===== src/rtl/mips_pkg.sv =====
// Shared constants for the MIPS-style pipeline front end.
// Also provides the word-alignment helper used on redirect targets.
package mips_pkg;

    localparam logic [31:0] NOP_INSTR        = 32'h0000_0000;
    localparam logic [31:0] PC_STEP          = 32'd4;
    localparam logic [31:0] RESET_PC_DEFAULT = 32'd4;

    // Redirect targets are silently word-aligned.
    function automatic logic [31:0] align_word(input logic [31:0] addr);
        return {addr[31:2], 2'b00};
    endfunction

endpackage


===== src/rtl/ifid_reg.sv =====
// Generic pipeline register with a flush (clear) and a hold (stall) control.
// Clear wins over hold; otherwise new data is captured and marked valid.
module ifid_reg
    import mips_pkg::*;
(
    input  logic        clk,
    input  logic        rst,
    input  logic        hold,
    input  logic        clear,
    input  logic [31:0] d_instruction,
    input  logic [31:0] d_pc_plus4,
    output logic [31:0] q_instruction,
    output logic [31:0] q_pc_plus4,
    output logic        q_valid
);

    logic [31:0] instruction_q, instruction_d;
    logic [31:0] pc_plus4_q, pc_plus4_d;
    logic        valid_q, valid_d;

    always_comb begin
        instruction_d = instruction_q;
        pc_plus4_d    = pc_plus4_q;
        valid_d       = valid_q;
        if (clear) begin
            // The bubble keeps its stale pc_plus4; only valid and the nop matter.
            instruction_d = NOP_INSTR;
            valid_d       = 1'b0;
        end else if (!hold) begin
            instruction_d = d_instruction;
            pc_plus4_d    = d_pc_plus4;
            valid_d       = 1'b1;
        end
    end

    always_ff @(posedge clk or posedge rst) begin
        if (rst) begin
            instruction_q <= NOP_INSTR;
            pc_plus4_q    <= 32'h0;
            valid_q       <= 1'b0;
        end else begin
            instruction_q <= instruction_d;
            pc_plus4_q    <= pc_plus4_d;
            valid_q       <= valid_d;
        end
    end

    assign q_instruction = instruction_q;
    assign q_pc_plus4    = pc_plus4_q;
    assign q_valid       = valid_q;

endmodule


===== src/rtl/if_stage.sv =====
// Instruction-fetch stage: owns the PC, selects the next PC and loads IF/ID.
// Branch (older, from EX) beats jump (from ID), and both beat a decode stall.
module if_stage
    import mips_pkg::*;
#(
    parameter logic [31:0] RESET_PC = RESET_PC_DEFAULT,
    parameter int          COUNT_W  = 16
) (
    input  logic               clk,
    input  logic               rst,
    input  logic               if_stall,
    input  logic               if_branch_taken,
    input  logic [31:0]        if_branch_target,
    input  logic               if_jump,
    input  logic [31:0]        if_jump_target,
    output logic [31:0]        imem_pc,
    input  logic [31:0]        imem_instruction,
    output logic [31:0]        ifid_instruction,
    output logic [31:0]        ifid_pc_plus4,
    output logic               ifid_valid,
    output logic               if_redirect,
    output logic [COUNT_W-1:0] if_fetch_count
);

    localparam logic [COUNT_W-1:0] COUNT_ONE = {{(COUNT_W-1){1'b0}}, 1'b1};

    logic [31:0]        pc_q, pc_d;
    logic [COUNT_W-1:0] count_q, count_d;
    logic [31:0]        pc_plus4;
    logic               redirect;
    logic               fetch;

    assign pc_plus4 = pc_q + PC_STEP;
    assign redirect = if_branch_taken | if_jump;
    assign fetch    = !redirect && !if_stall;

    always_comb begin
        pc_d    = pc_q;
        count_d = count_q;
        if (if_branch_taken) begin
            pc_d = align_word(if_branch_target);
        end else if (if_jump) begin
            pc_d = align_word(if_jump_target);
        end else if (fetch) begin
            pc_d    = pc_plus4;
            count_d = count_q + COUNT_ONE;
        end
    end

    always_ff @(posedge clk or posedge rst) begin
        if (rst) begin
            pc_q    <= RESET_PC;
            count_q <= '0;
        end else begin
            pc_q    <= pc_d;
            count_q <= count_d;
        end
    end

    ifid_reg u_ifid_reg (
        .clk           (clk),
        .rst           (rst),
        .hold          (if_stall),
        .clear         (redirect),
        .d_instruction (imem_instruction),
        .d_pc_plus4    (pc_plus4),
        .q_instruction (ifid_instruction),
        .q_pc_plus4    (ifid_pc_plus4),
        .q_valid       (ifid_valid)
    );

    assign imem_pc        = pc_q;
    assign if_redirect    = redirect;
    assign if_fetch_count = count_q;

endmodule


===== config.mk =====
export PLATFORM = sky130hd
export DESIGN_NAME = if_stage
export DESIGN_NICKNAME = d
export VERILOG_FILES = /design/src/rtl/mips_pkg.sv /design/src/rtl/ifid_reg.sv /design/src/rtl/if_stage.sv
export SDC_FILE = /design/constraint.sdc
export NUM_CORES = 1
export LEC_CHECK = 0
export BUFFER_PORTS_ARGS = -buffer_cell sky130_fd_sc_hd__buf_2
export CAP_MARGIN = 15
export CORE_MARGIN = 5
export CORE_UTILIZATION = 45
export DETAILED_ROUTE_END_ITERATION = 16
export PLACE_DENSITY = 0.77
export SYNTH_ARGS = -nofsm -noshare
export SYNTH_HDL_FRONTEND = slang
export SYNTH_SLANG_ARGS = --single-unit

===== constraint.sdc =====
create_clock -name clk -period 3.2 [get_ports clk]
set_input_delay 0.32 -clock clk [delete_from_list [all_inputs] [get_ports clk]]
set_output_delay 0.32 -clock clk [all_outputs]
set_load 0.03 [all_outputs]

==> impl_results.md, run 1 <==
* Sequential share of the synthesized area at 0.4860
* Hpwl dp at 12360 um
* Final Setup Violations at 0
* Delay-heaviest family, CP: buffers and inverters
* CTS Root Cell: clkbuf_16
* Core area at 12110 um2
* Crit-path max FO at 27
* Num Clock Sinks at 109
* Routability cong. at 0.8941
* R2r endpoint: imem_pc[19]$_DFFE_PP0P_
* CP cell instances: buf_2 -> nor2_1 -> inv_1 -> buf_4 -> buf_2
* Routed WL at 16490 um
* RSZ-0062 raised after global routing: no
* Hold buffer count at cts at 0
* Max-cap check violation count at 0
* Final slew viol count at 0
* Clock Tree Buf Depth at 2
* Cells after Synth at 588
* Final-stage net count at 878
* Via count at 5139
* Share of cells above drive strength 1 at 0.3154
* Rows at 40
* Number of synthesized flops with an enable pin at 0
* Routed WL per cell at 17.39 um
* Crit path launch: if_jump
* Achievable Freq at 375.3 MHz
* Yosys reg bits at 109
* CTS tree: yes
* Initial core utilization at 0.4636
* Startpoint class of the critical path: input pin
* Die Wd at 121.7 um
* GRT overflow at 0
* Slew @ Worst Pin at 1.157 ns
* Arr. time, crit path at 2.34 ns
* Fillers at 1108
* Port Buffers at 206
* Slowest stage delay, CP at 0.87 ns
* Setup Skew at 0.007675 ns
* Syn Area/Cell at 9.550 um2
* DR iter-0 viols at 365
* Pin count of the biggest net entering global routing at 68
* Die Y at 121.7 um
* Post-route clock period utilization at 0.8326
* ANT cells at 0
* Final hold violation count at 0
* Critical setup path kind: input pin to output pin
* Setup Buffers After CTS at 0
* FF-to-FF path depth at 6
* Ys async rst share at 1.000
* Design Power at 3.822 mW
* Max IR drop VDD at 0.0002778 V
* Mapped Area at 5615 um2
* Post_cts resized at 0
* Slowest CP cell: nor2_1
* Relative max-transition margin at 0.2256
* Worst skew pair latency at 0.35 ns
* Power per cell area at 539.4 nW/um2
* Initial antenna violation count at 0
* Total GRT Usage at 0.2241
* DR vias/cell at 5.421
* Yosys warnings at 0
* Final min period at 2.664 ns
* Reg-to-reg setup timing slack at 0.80 ns
* Primary FF master, synth: dfrtp_1
* Die area at 14810 um2
* I/O pin cnt at 215
* Worst min path class: input pin to asynchronous set/reset pin
* Area growth syn-to-layout at 26.18%
* Critical path buffer and inverter count at 4
* 1st-pass router iterations at 5
* Worst slack, placed at 0.3948 ns
* Setup tns final at 0 ns
* Final setup margin at 0.5355 ns
* DRC viols at 0
* Status: complete, no violations
* CTS buffer count at 9
* CTS H-Tree Depth at 3
* CP Capture Type: output pin
* Vias in the first global route at 5083
* Launch point of the worst reg-to-reg path: imem_pc[2]$_DFFE_PP1P_
* Worst-path clk slew at 0.07 ns
* First-pass GRT wire length at 26280 um
* CP most frequent cell: buf_2
* Worst EP required at 2.88 ns
* Synth unique cells at 54
* Leak at 3.557 nW
* Antenna viol nets, final at 0
[report_power, final]
| part | switching (mW) | total, mW | internal [mW] |
|---|---|---|---|
| clock | 0.492 | 1.16 | 0.671 |
| sequential | 0.174 | 1.70 | 1.53 |
| combinational | 0.645 | 0.957 | 0.312 |
[routing by layer]
| metal | global-route usage | vias to the layer above | wire length, um |
|---|---|---|---|
| met5 | 0 | - | 0 |
| met4 | 0.07703 | 0 | 302 |
| met3 | 0.04085 | 23 | 1400 |
| met2 | 0.3679 | 226 | 8002 |
| met1 | 0.2996 | 2467 | 6781 |
| li1 | - | 2423 | - |
[cells in the final DEF, fill, tap and decap left out, types with 4 or more instances in the layout]
cell / n
a21oi_1: 39
buf_4: 11
xnor2_1: 35
and3_1: 7
and4_1: 6
o22ai_1: 6
o21ai_1: 5
nor2_1: 60
o21ai_0: 31
inv_1: 10
nand2_1: 69
dfrtp_1: 108
nand3_1: 23
mux2i_1: 39
nor3_1: 8
xor2_1: 19
clkbuf_16: 9
conb_1: 4
o22a_1: 4
nand4_1: 18
buf_2: 206
[stage by stage]
step	utilization	hold slack (ns)	area, um2	instances
after floorplan	-	0.4385	5627	591
final	0.5850	0.1364	7086	948
after CTS	0.5850	0.1712	7086	948
after global routing	0.5850	0.1819	7086	948
after detailed placement	0.5592	0.4679	6773	932
after global placement	0.5592	0.4576	6773	932
[cells by family (layout without fill, tap and decap cells)]
family	Yosys count	after routing	synth area share
other cells	1	4	0.0006678
compound gates	112	112	0.1205
xor+xnor	54	54	0.08422
mux	39	39	0.06952
flops	109	109	0.4860
fa+ha+maj	2	2	0.004456
buf+inv	57	246	0.04456
simple gates	214	214	0.1901
[synth_stat cells, types with 3 or more instances]
cell / number / area share
dfrtp_1: 108 / 0.48
nand2_1: 69 / 0.046
nor2_1: 60 / 0.040
a21oi_1: 39 / 0.035
mux2i_1: 39 / 0.070
xnor2_1: 35 / 0.055
o21ai_0: 31 / 0.028
clkbuf_1: 27 / 0.018
nand3_1: 23 / 0.020
xor2_1: 19 / 0.030
nand4_1: 18 / 0.020
inv_1: 11 / 0.0074
nor3_1: 9 / 0.0080
buf_2: 8 / 0.0071
and3_1: 7 / 0.0078
and4_1: 6 / 0.0094
o22ai_1: 6 / 0.0067
buf_4: 5 / 0.0067
o21ai_1: 5 / 0.0045
buf_1: 4 / 0.0027
o22a_1: 4 / 0.0062
a221oi_1: 3 / 0.0047
and2_1: 3 / 0.0033
nor4_1: 3 / 0.0033
o211a_1: 3 / 0.0053
o211ai_1: 3 / 0.0040
o311ai_0: 3 / 0.0047
[layout make-up]
type / count / area, um2 / share of cell area
Clock inverter: 3 / 42.54 / 0.006004
Multi-Input combinational cell: 425 / 2653 / 0.3744
Timing Repair Buffer: 218 / 1134 / 0.1600
Sequential cell: 109 / 2729 / 0.3851
Inverter: 12 / 47.55 / 0.006710
Tap cell: 168 / 210.2 / 0.02967
Clock buffer: 13 / 270.3 / 0.03814
[sequential cells by signal, indices dropped and copies added, names as in the netlist]
signal                    flops
u_ifid_reg.q_pc_plus4        30
imem_pc                      30
if_fetch_count               16
u_ifid_reg.q_valid            1
u_ifid_reg.q_instruction     32
[worst max path at each step]
stage	to	slack [ns]	cells past startpoint
after global routing	if_redirect	0.43	5
after CTS	if_redirect	0.59	5
after global placement	imem_pc[20]$_DFFE_PP0P_	0.47	6
final	if_redirect	0.54	5
after detailed placement	imem_pc[21]$_DFFE_PP0P_	0.39	6
after floorplan	if_fetch_count[0]$_DFFE_PP0P_	0.008	1
Power figures use the tool's default switching activity.
==> inputs of run 2 (changes only) <==
--- a/config.mk
+++ b/config.mk
@@ -5,12 +5,13 @@
 export SDC_FILE = /design/constraint.sdc
 export NUM_CORES = 1
 export LEC_CHECK = 0
+export ABC_AREA = 1
 export BUFFER_PORTS_ARGS = -buffer_cell sky130_fd_sc_hd__buf_2
 export CAP_MARGIN = 15
 export CORE_MARGIN = 5
 export CORE_UTILIZATION = 45
 export DETAILED_ROUTE_END_ITERATION = 16
-export PLACE_DENSITY = 0.77
+export PLACE_DENSITY = 0.74
 export SYNTH_ARGS = -nofsm -noshare
 export SYNTH_HDL_FRONTEND = slang
 export SYNTH_SLANG_ARGS = --single-unit
==> constraint.sdc (replaced) <==
create_clock -name clk -period 2.5 [get_ports clk]
set_input_delay 0.25 -clock clk [delete_from_list [all_inputs] [get_ports clk]]
set_output_delay 0.25 -clock clk [all_outputs]
set_load 0.03 [all_outputs]
==> impl_results.md, run 2 <==
* Status: complete, no violations (unchanged)
* Worst min path class: input pin to register (was input pin to asynchronous set/reset pin)
* CTS tree: yes (unchanged)
* Most frequent cell after synthesis: nand2_1 (was dfrtp_1)
* Achievable Freq at 528.1 MHz
* GRT overflow at 0 (unchanged)
* Post-synthesis compound-gate area fraction at 0.1527 (was 0.1205)
* Antenna viol nets, final at 0 (unchanged)
* Commonest cells post-synth: nand2_1 (146), nor2_1 (126), dfrtp_1 (108) (was dfrtp_1 (108), nand2_1 (69), nor2_1 (60))
* Share of the synthesized area in the top cell type at 0.4795 (was 0.4813)
* Final-stage net count at 998 (was 878)
* DRC viols at 0 (unchanged)
* CTS Root Cell: clkbuf_16 (unchanged)
* Number of synthesized flops with an enable pin at 0 (unchanged)
* Power per cell area at 689.6 nW/um2 (was 539.4 nW/um2)
* Yosys reg bits at 109 (unchanged)
* Synth unique cells at 31 (was 54)
* Clock Tree Buf Depth at 2 (unchanged)
* Slew @ Worst Pin at 0.7778 ns (was 1.157 ns)
* Final min period at 1.893 ns
* Hold buffer count at cts at 1 (was 0)
* Core area at 12160 um2 (was 12110 um2)
* Final Cell Area at 7098 um2 (was 7086 um2)
* CP Capture Type: register (was output pin)
* Multiplexer area fraction after synthesis at 0 (was 0.06952)
* Routability cong. at 0.8566 (was 0.8941)
* Via count at 5398 (was 5139)
* Core Util, Final at 0.5836 (was 0.5850)
* Highest-count cells in the layout ignoring fill and taps: buf_2 (206), nand2_1 (146), nor2_1 (126), dfrtp_1 (108), inv_1 (53) (was buf_2 (206), dfrtp_1 (108), nand2_1 (69), nor2_1 (60))
* DR WL met2 at 7653 um (was 8002 um)
* Arr. time, crit path at 2.13 ns (was 2.34 ns)
* Slowest CP cell: dfstp_2 (was nor2_1)
* Routed WL at 16430 um (was 16490 um)
* Area growth syn-to-layout at 25.93% (was 26.18%)
* Commonest non-fill, non-tap cell in the layout: buf_2 (unchanged)
* Met3 WL post-DR at 1545 um (was 1400 um)
* I/O pin cnt at 215 (unchanged)
* Leak at 3.729 nW (was 3.557 nW)
* First-pass GRT wire length at 25450 um (was 26280 um)
* CTS H-Tree Depth at 3 (unchanged)
* Total GRT Usage at 0.2160 (was 0.2241)
* Critical setup path kind: register to register (was input pin to output pin)
* Crit-path max FO at 6 (was 27)
* Ys async rst share at 1.000 (unchanged)
* Die Y at 121.9 um (was 121.7 um)
* Relative max-transition margin at 0.4809 (was 0.2256)
* Num Clock Sinks at 109 (unchanged)
* Max IR drop VDD at 0.0003092 V (was 0.0002778 V)
* Sequential share of the synthesized area at 0.4841 (was 0.4860)
* Simple-gate area share of the yosys netlist at 0.2586 (was 0.1901)
* Vias in the first global route at 5067 (was 5083)
* Top layer in use: met4 (unchanged)
* Die area at 14860 um2 (was 14810 um2)
* Cells after Synth at 699 (was 588)
* Setup tns final at 0 ns (unchanged)
* Main combinational cell family by area after synthesis: simple AND/OR/NAND/NOR gates (unchanged)
* Setup Buffers After CTS at 0 (unchanged)
* Setup Skew at 0.007437 ns (was 0.007675 ns)
* Placement Cell Area at 6818 um2 (was 6773 um2)
* DR vias/cell at 5.054 (was 5.421)
* Placed insts at 1051 (was 932)
* Initial antenna violation count at 0 (unchanged)
* Mapped Area at 5637 um2 (was 5615 um2)
* Post_cts resized at 0 (unchanged)
* Max reg flops at 32 (unchanged)
* ANT cells at 0 (unchanged)
* Final Setup Violations at 0 (unchanged)
* 1st-pass router iterations at 5 (unchanged)
* Die Wd at 121.9 um (was 121.7 um)
* Syn Area/Cell at 8.064 um2 (was 9.550 um2)
* Synth area leader: dfrtp_1 (unchanged)
* Final hold violation count at 0 (unchanged)
* Slowest stage delay, CP at 0.59 ns (was 0.87 ns)
* Worst skew pair latency at 0.35 ns (about the same)
* RSZ-0062 raised after global routing: no (unchanged)
* Largest cells by area after synthesis: dfrtp_1 (48%), nand2_1 (9.7%), nor2_1 (8.4%) (was dfrtp_1 (48%), mux2i_1 (7.0%), xnor2_1 (5.5%))
* Max-cap check violation count at 0 (unchanged)
* Routed WL per cell at 15.38 um (was 17.39 um)
* CP cell instances: ha_1 -> nand2_1 -> nor2_4 -> nand3_1 -> o21ai_0 -> nand3_1 -> nand2_1 -> a21oi_1 (was buf_2 -> nor2_1 -> inv_1 -> buf_4 -> buf_2)
* Rows at 40 (unchanged)
* Worst EP required at 2.74 ns (was 2.88 ns)
* Non-Filler Instances at 1068 (was 948)
* Final slew viol count at 0 (unchanged)
* Yosys warnings at 0 (unchanged)
* Startpoint class of the critical path: register (was input pin)
* Worst-path clk slew at 0.07 ns (about the same)
* Design Power at 4.895 mW (was 3.822 mW)
* Share of cells above drive strength 1 at 0.2867 (was 0.3154)
* M1 wire length at 6969 um (was 6781 um)
* Initial core utilization at 0.4635 (was 0.4636)
* Primary FF master, synth: dfrtp_1 (unchanged)
* Hpwl dp at 12200 um (was 12360 um)
* Pin count of the biggest net entering global routing at 55 (was 68)
* Hold_ws at 0.1298 ns (was 0.1364 ns)
* CTS buffer count at 9 (unchanged)
* Worst slack, placed at 0.6281 ns (was 0.3948 ns)
* Port Buffers at 206 (unchanged)
* Final setup margin at 0.6065 ns (was 0.5355 ns)
* Post-route clock period utilization at 0.7574
* Post-Synth XOR/XNOR Area at 0.03108 (was 0.08422)
* Post-Synth Adder-Cell Area at 0.004440 (was 0.004456)
* DR iter-0 viols at 393 (was 365)
[run 2: cell types whose count changed in the layout (fill, tap and decap cells not counted), moves of 16 or more]
cell / delta
a22o_1: +30
a31oi_1: +20
inv_1: +43
mux2i_1: -39
nand2_1: +77
nand3_1: +18
nand4_1: -16
nor2_1: +66
xnor2_1: -28
[run 2: layout make-up]
type,count,area [um2]
Inverter,56,214.0
Clock buffer,12,246.5
Fill cell,1132,5064
Clock inverter,4,23.77
Sequential cell,109,2729
Tap cell,168,210.2
Timing Repair Buffer,217,1141
Multi-Input combinational cell,502,2534
[run 2: where the power goes]
group | internal, mW | leakage, nW | total [mW] | switching (mW)
combinational | 0.423 | 2.24 | 1.36 | 0.942
sequential | 1.98 | 1.35 | 2.19 | 0.212
clock | 0.702 | 0.136 | 1.34 | 0.638
total | 3.10 | 3.73 | 4.89 | 1.79
[run 2: cells by family after synthesis]
kind of cell,after synthesis
simple gates,340
compound gates,136
flops,109
buf+inv,91
xor+xnor,20
fa+ha+maj,2
other cells,1
[run 2: worst paths after layout]
| path | from | to | slack (ns) | cells past startpoint |
|---|---|---|---|---|
| max in group asynchronous | rst | u_ifid_reg.q_instruction[28]$_DFFE_PP0P_ | 1.28 | 4 |
| min in group asynchronous | rst | u_ifid_reg.q_valid$_DFFE_PP0P_ | 0.50 | 3 |
| max | imem_pc[2]$_DFFE_PP1P_ | imem_pc[20]$_DFFE_PP0P_ | 0.61 | 8 |
| min | imem_instruction[29] | u_ifid_reg.q_instruction[29]$_DFFE_PP0P_ | 0.13 | 2 |
| min reg2reg | if_fetch_count[15]$_DFFE_PP0P_ | if_fetch_count[15]$_DFFE_PP0P_ | 0.47 | 1 |
| max reg2reg | imem_pc[2]$_DFFE_PP1P_ | imem_pc[20]$_DFFE_PP0P_ | 0.61 | 8 |
[run 2: critical path, delay by kind of cell, from the launching register on]
kind | cells | cell delay [ns]
AOI/OAI and AO/OA | 2 | 0.30
adders and majority gates | 1 | 0.23
DFF | 1 | 0.59
and+or+nand+nor | 5 | 0.66
[run 2: per-layer routing]
layer  GRT usage  vias up
li1            -     2683
met1      0.2813     2463
met2      0.3581      230
met3     0.05292       22
met4     0.06303        0
met5           0        -
